**config.mk**
```make
export PLATFORM = sky130hd
export DESIGN_NAME = k_rpack_t1
export DESIGN_NICKNAME = d
export VERILOG_FILES = /design/src/rtl/k_fifo_pkg_t1.sv /design/src/rtl/k_lane_wr_t1.sv /design/src/rtl/k_rpack_t1.sv
export SDC_FILE = /design/constraint.sdc
export NUM_CORES = 1
export LEC_CHECK = 0
export CORE_ASPECT_RATIO = 1.5
export CORE_MARGIN = 4
export CORE_UTILIZATION = 48
export DETAILED_ROUTE_END_ITERATION = 7
export PLACE_DENSITY = 0.86
export SLEW_MARGIN = 30
export SYNTH_ARGS = -nofsm -noshare
export SYNTH_HDL_FRONTEND = slang
export SYNTH_HIERARCHICAL = 1
export SYNTH_SLANG_ARGS = --single-unit
```
**constraint.sdc**
```tcl
create_clock -name clk -period 2.4 [get_ports clk]
set_clock_uncertainty 0.15 [all_clocks]
set_input_delay 0.48 -clock clk [delete_from_list [all_inputs] [get_ports clk]]
set_output_delay 0.48 -clock clk [all_outputs]
set_load 0.02 [all_outputs]
```
**src/rtl/k_fifo_pkg_t1.sv**
```systemverilog
// Shared definitions for the sync-FIFO read-side consumers: state encoding and
// the packed-output count width.
package k_fifo_pkg_t1;

  localparam logic FILL = 1'b0;
  localparam logic HOLD = 1'b1;

  typedef enum logic {
    StFill = FILL,
    StHold = HOLD
  } pack_state_e;

  // out_cnt must hold the value pack_n itself.
  function automatic int unsigned out_cnt_w(input int unsigned pack_n);
    return $clog2(pack_n + 1);
  endfunction

endpackage

```
**src/rtl/k_lane_wr_t1.sv**
```systemverilog
// Lane-write demux: turns a lane index plus enable into a one-hot write strobe.
module k_lane_wr_t1 #(
  parameter int unsigned lanes = 4,
  parameter int unsigned sel_w = 2
) (
  input  logic [sel_w-1:0] sel,
  input  logic             en,
  output logic [lanes-1:0] we
);

  always_comb begin
    we = '0;
    for (int i = 0; i < lanes; i++) begin
      we[i] = en && (sel == sel_w'(i));
    end
  end

endmodule

```
**src/rtl/k_rpack_t1.sv**
```systemverilog
// FIFO read-side packer: gathers pack_n words (first word in lane 0) into one
// wide word and presents it on a valid/ready port; flush emits a partial word.
module k_rpack_t1
  import k_fifo_pkg_t1::*;
#(
  parameter int unsigned data_size = 8,
  parameter int unsigned pack_n    = 4
) (
  input  logic                              clk,
  input  logic                              rst,
  input  logic [data_size-1:0]              rdata,
  input  logic                              rrdy,
  output logic                              rget,
  input  logic                              flush,
  output logic [data_size*pack_n-1:0]       out_data,
  output logic [out_cnt_w(pack_n)-1:0]      out_cnt,
  output logic                              out_valid,
  input  logic                              out_ready
);

  localparam int unsigned CntW    = $clog2(pack_n);
  localparam int unsigned OutCntW = out_cnt_w(pack_n);
  localparam int unsigned DataW   = data_size * pack_n;
  localparam logic [CntW-1:0] LastLane = CntW'(pack_n - 1);

  pack_state_e          state_q, state_d;
  logic [CntW-1:0]      cnt_q, cnt_d;
  logic [DataW-1:0]     data_q, data_d;
  logic [OutCntW-1:0]   out_cnt_q, out_cnt_d;
  logic [pack_n-1:0]    lane_we;

  assign rget = rrdy && (state_q == StFill) && !rst;

  k_lane_wr_t1 #(
    .lanes (pack_n),
    .sel_w (CntW)
  ) u_lane_wr (
    .sel (cnt_q),
    .en  (rget),
    .we  (lane_we)
  );

  always_comb begin
    state_d   = state_q;
    cnt_d     = cnt_q;
    data_d    = data_q;
    out_cnt_d = out_cnt_q;
    for (int i = 0; i < pack_n; i++) begin
      if (lane_we[i]) begin
        data_d[i*data_size +: data_size] = rdata;
      end
    end
    unique case (state_q)
      StFill: begin
        if (rget) begin
          // A flush on the capture edge still includes the captured word.
          if (cnt_q == LastLane || flush) begin
            state_d   = StHold;
            out_cnt_d = OutCntW'(cnt_q) + OutCntW'(1);
            cnt_d     = '0;
          end else begin
            cnt_d = cnt_q + CntW'(1);
          end
        end else if (flush && cnt_q != '0) begin
          state_d   = StHold;
          out_cnt_d = OutCntW'(cnt_q);
          cnt_d     = '0;
        end
      end
      StHold: begin
        if (out_ready) begin
          // Clearing here keeps unused lanes of the next partial word at zero.
          state_d   = StFill;
          data_d    = '0;
          out_cnt_d = '0;
        end
      end
      default: state_d = StFill;
    endcase
  end

  always_ff @(posedge clk or posedge rst) begin
    if (rst) begin
      state_q   <= StFill;
      cnt_q     <= '0;
      data_q    <= '0;
      out_cnt_q <= '0;
    end else begin
      state_q   <= state_d;
      cnt_q     <= cnt_d;
      data_q    <= data_d;
      out_cnt_q <= out_cnt_d;
    end
  end

  assign out_valid = (state_q == StHold);
  assign out_data  = out_valid ? data_q : '0;
  assign out_cnt   = out_cnt_q;

endmodule

```
Word level (Yosys, flattened, before mapping)

Index checks and enable logic that the tools add are counted.

$add $sub $neg: 2
Reductions and logical operators: 14
Equality and inequality tests: 6
Bitwise logic cells: 1
Mux-type cells: 20

Operator list:

| cell                                                            | number |
|---|---|
| 32-bit 2-to-1 mux                                               | 3 |
| 8-bit 2-to-1 mux                                                | 4 |
| 3-bit 2-to-1 mux                                                | 4 |
| 1-bit logical AND                                               | 7 |
| 2-bit 2-to-1 mux                                                | 3 |
| 3-bit one-hot mux with 2 select lines                           | 1 |
| 2-bit == test, second input constant                            | 2 |
| 1-bit 2-to-1 mux                                                | 4 |
| 2-bit nonzero test                                              | 2 |
| 2-bit by 1-bit adder with 3-bit output, second input constant   | 1 |
| 3-bit by 1-bit != test with 1-bit output, second input constant | 1 |
| 3-bit != test, second input constant                            | 1 |
| 3-bit AND reduction                                             | 1 |
| 2-bit by 1-bit adder with 2-bit output, second input constant   | 1 |
| 2-bit by 1-bit == test with 1-bit output, second input constant | 1 |
| 2-bit zero test                                                 | 1 |
| 2-bit != test, second input constant                            | 1 |
| 1-bit one-hot mux with 2 select lines                           | 1 |
| 2-bit AND reduction                                             | 1 |
| 1-bit zero test                                                 | 1 |
| 1-bit logical OR                                                | 1 |
| 1-bit inverter                                                  | 1 |

Word-level logic and storage cells: 47
Bits of input ports: 13
Bits in registers: 38

Longest topological paths before layout

Depth in word-level cells: 7
Mapped depth: 7
Depth with buffers taken out: 6

Cells and area by module

The synthesis kept the hierarchy.

Modules (own cells, without submodules):

| module       | cells an instance | area an instance (um2) | times used |
|---|---|---|---|
| k_rpack_t1   | 180               | 1858.0                 | 1 |
| k_lane_wr_t1 | 4                 | 37.5                   | 1 |

Worst setup path before layout

Ideal clock, no wire load.

Path type: reg2reg
Start: register state_q (netlist: out_valid)
End: register data_q[0]
Library setup time: 121 ps
Buffers on the path: 3
Stages on the path, launching flop included: 8
Period minus slack after synthesis: 2391 ps
Slack: 9 ps
Data arrival time: 2120 ps
Data required time: 2129 ps
Cells stage by stage: dfrtp_1 -> clkbuf_1 -> clkbuf_1 -> nor2_1 -> nor3b_2 -> clkbuf_1 -> mux2i_1 -> nor2_1

Cells in the longest elaborated chain, start to end: 7

RTL lines:

| what                               | RTL line           | source |
|---|---|---|
| start: declaration                 | k_rpack_t1.sv:26   | `pack_state_e state_q, state_d;` |
| start signal: assignment           | k_rpack_t1.sv:84   | `state_q <= StFill;` |
| start signal: assignment           | k_rpack_t1.sv:89   | `state_q <= state_d;` |
| 1-bit inverter (no line) (*)       | -                  |  |
| 1-bit logical AND (*) (2 in a row) | k_rpack_t1.sv:32   | `assign rget = rrdy && (state_q == StFill) && !rst;` |
| net rget                           | k_rpack_t1.sv:13   | `output logic rget,` |
| 1-bit logical AND (*)              | k_lane_wr_t1.sv:14 | `we[i] = en && (sel == sel_w'(i));` |
| net lane_we[0]                     | k_rpack_t1.sv:30   | `logic [pack_n-1:0] lane_we;` |
| 8-bit 2-to-1 mux (*)               | k_rpack_t1.sv:49   | `if (lane_we[i]) begin` |
| 32-bit 2-to-1 mux                  | k_rpack_t1.sv:71   | `if (out_ready) begin` |
| 32-bit 2-to-1 mux (*)              | k_rpack_t1.sv:53   | `unique case (state_q)` |
| net data_d[0]                      | k_rpack_t1.sv:28   | `logic [DataW-1:0] data_q, data_d;` |
| end signal: assignment             | k_rpack_t1.sv:91   | `data_q <= data_d;` |
| end: declaration                   | k_rpack_t1.sv:28   |  |

Mark *: on every way through the listed nets, which the timed path passes. The rest lies on a longest branch.
A chain may end at the register's enable or synchronous reset.

Worst setup path in the final report

Start: register state_q (netlist: out_valid)
End: output out_data[10]

Cells in the longest elaborated chain, start to end: 1

RTL lines:

| what              | RTL line         | source |
|---|---|---|
| 32-bit 2-to-1 mux | k_rpack_t1.sv:97 | `assign out_data = out_valid ? data_q : '0;` |
| end: declaration  | k_rpack_t1.sv:15 | `output logic [data_size*pack_n-1:0] out_data,` |

No other way between the ends.

==> flow_summary.json <==
{
  "status": "finished, final reports clean",
  "antenna_cells": 0,
  "leakage_nw": 1.18,
  "rrSetupSlack_ns": 0.57,
  "drive_gt1_share_pct": 9.28,
  "grt_max_degree": 39,
  "ir_drop_uv": 765,
  "grt_pass1_vias": 1568,
  "worstSetupPathType": "flip-flop to output port",
  "reg2reg_depth": 5,
  "initial_core_util_pct": 50.6,
  "fin_crit_sh_pct": 95.7,
  "syn_avg_cell_area_um2": 10.3,
  "die-area_um2": 5040,
  "drtIter0Drc": 48,
  "ios": 50,
  "cp_data_arrival_time_ns": 1.67,
  "min_to": "data_q[11]$_DFF_PP0_",
  "crit_chain": "buf_6 > and2_1 > clkdlybuf4s50_1",
  "nets": 252,
  "fp.dieW_um": 59.3,
  "cts.path.max_buffers": 2,
  "drtPass1Iterations": 4,
  "slew_headroom_pct": 68.2,
  "min_path_type": "flip-flop to flip-flop",
  "vias": 1468,
  "finalHoldViolCount": 0,
  "endpoint_kind": "output port",
  "num_rows": 27,
  "h-tree-depth": 2,
  "globalRouteOverflowTotal": 0,
  "hold_buffers": 0,
  "hp-start": "data_q[11]$_DFF_PP0_",
  "yosys_register_bits": 38,
  "clk_pin_slew_worst_paths_ns": 0.07,
  "cp_top_family": "buffers and inverters",
  "via_per_inst": 5.24,
  "area.growth.synth_to_final_pct": 37.1,
  "tns_ns": 0,
  "io_buffers": 49,
  "regArea_um2": 951,
  "start_kind": "flip-flop",
  "cts_buffers": 5,
  "wl_mm": 4.34,
  "core_area_um2": 3750,
  "critPathBufInv": 2,
  "synth_area_um2": 1900,
  "seq_area_frac_synth_pct": 50.2,
  "worst_pin_slew_ns": 0.478,
  "fill_cells": 284,
  "rsz0062_at_grt": "no",
  "crit_fanout": 35,
  "max_stage_delay_ns": 0.61,
  "insertion_delay_ns": 0.29,
  "cts_num_sinks": 38,
  "routabilityCongestion": 0.853,
  "root_buffer": "clkbuf_8",
  "r2r_end": "out_cnt[0]$_DFFE_PP0P_",
  "maxSlewViolCount": 0,
  "max_freq_ghz": 0.436,
  "die_height_um": 85.0,
  "period_needed_ns": 2.30,
  "multi_input_area_um2": 871,
  "antenna_left": 0,
  "r2r_start": "out_valid$_DFF_PP0_",
  "holdPathStages": 2,
  "powerDensity_nw_per_um2": 976,
  "grt_antenna_before_repair": 0,
  "grt_pass1_wl_mm": 7.22,
  "grt_usage_pct": 18.7,
  "synth.distinct_cells": 24,
  "yosysWarnings": 6,
  "cp_data_required_time_ns": 1.77,
  "wl_per_cell_um": 15.5,
  "syn_inst": 184,
  "power.total_mw": 2.54,
  "post-cts-setup-buffer-count": 0,
  "cts_tree": "built",
  "placed_cell_area_um2": 2480,
  "hpwlAfterDp_mm": 2.89,
  "setup_viol": 0,
  "drv_cap": 0,
  "critical-path-slowest-cell": "clkdlybuf4s50_1",
  "syn-num-nets": 199,
  "drcViolationCount": 0,
  "finish.instance_area_um2": 2600
}
## cell usage in the layout (no fill, tap or decap), drive strengths merged
cell and n:
mux2i 32, ha 2, buf 9, clkdlybuf4s50 47
and3 1, nor3b 1, nand2 5, nor4 1
and3b 2, nand2b 4, a221oi 1, inv 6
mux2 1, o22ai 2, o21ai 2, bufinv 1
nor2 34, and2b 1, dlymetal6s2s 1, and2 33
clkbuf 6, dfrtp 38, o211a 1, xnor2 1
a21oi 3, dlygate4sd2 1, or4 1
## worst register-to-register path, stage by stage, from the launching register on
cell	delay, ns
dfrtp_1	0.39
buf_6	0.19
buf_4	0.18
or4_4	0.54
o211a_1	0.15
o22ai_1	0.16
## per-layer routing
layer | up-vias | global-route usage, % | share of wire [%]
met2 | 39 | 31.7 | 54
li1 | 703 | - | -
met3 | 7 | 5.18 | 4.1
met5 | - | 0 | 0
met4 | 0 | 8.04 | 1.8
met1 | 719 | 21.4 | 40
## worst max path at each step
stage | start | end | slack, ns | cells past startpoint
2_1_floorplan | out_valid$_DFF_PP0_ | data_q[0]$_DFF_PP0_ | 0.009 | 7
3_3_place_gp | rst | rget | -0.04 | 4
3_5_place_dp | rrdy | rget | -0.04 | 4
4_1_cts | out_valid$_DFF_PP0_ | out_data[7] | 0.01 | 3
5_1_grt | out_valid$_DFF_PP0_ | out_data[31] | 0.02 | 3
6_report | out_valid$_DFF_PP0_ | out_data[10] | 0.10 | 3
## registers in the layout (all words and copies together), names as in the netlist
| register | cells |
|---|---|
| cnt_q | 2 |
| out_valid | 1 |
| out_cnt | 3 |
| data_q | 32 |
## stage by stage
step           util [%]  std cells  setup slack [ns]  hold slack, ns
5_1_grt            69.3        280            0.0166           0.394
4_1_cts            69.1        280           0.00970           0.374
3_3_place_gp       66.2        273           -0.0423           0.344
3_5_place_dp       66.2        273           -0.0368           0.355
6_report           69.3        280             0.104           0.366
2_1_floorplan         -        184           0.00904           0.328
## cell usage after synthesis
cell type	number	area, um2
nor2_1	34	128
dfrtp_1	38	951
a221oi_1	1	8.76
or4_4	1	11.3
buf_2	5	25.0
and3_2	1	7.51
mux2i_1	32	320
nor4_1	1	6.26
nand2b_4	1	13.8
clkbuf_1	7	26.3
ha_1	2	25.0
and2b_2	1	8.76
nand2_1	5	18.8
and3b_1	2	17.5
and2_1	33	206
o211a_1	1	10.0
xnor2_1	1	8.76
inv_1	6	22.5
o21ai_0	2	10.0
o22ai_1	2	12.5
nand2b_1	3	18.8
a21oi_1	3	15.0
nor3b_2	1	12.5
mux2_2	1	11.3
## kinds of logic after synthesis
logic type / share of synthesized area, %
compound gates: 2.97
xor+xnor: 0.462
fa+ha+maj: 1.32
simple gates: 23.7
mux: 17.5
flops: 50.2
buf+inv: 3.89
## what timing repair did
item	CTS	global route
gates cloned	0	0
endpoints found under the setup margin	1	32
resized for setup	1	2
## cell type report
class / instances / area share [%]
Timing Repair Buffer: 58 / 22.6
Inverter: 6 / 0.867
Multi-Input combinational cell: 128 / 33.5
Sequential cell: 38 / 36.6
Tap cell: 43 / 2.07
Clock inverter: 1 / 1.16
Clock buffer: 6 / 3.18
## power breakdown
part / switching [mW] / total (mW) / internal, mW
sequential: 0.127 / 0.960 / 0.833
clock: 0.219 / 0.551 / 0.332
combinational: 0.547 / 1.03 / 0.478
total: 0.893 / 2.54 / 1.64
Power figures use the tool's default switching activity.
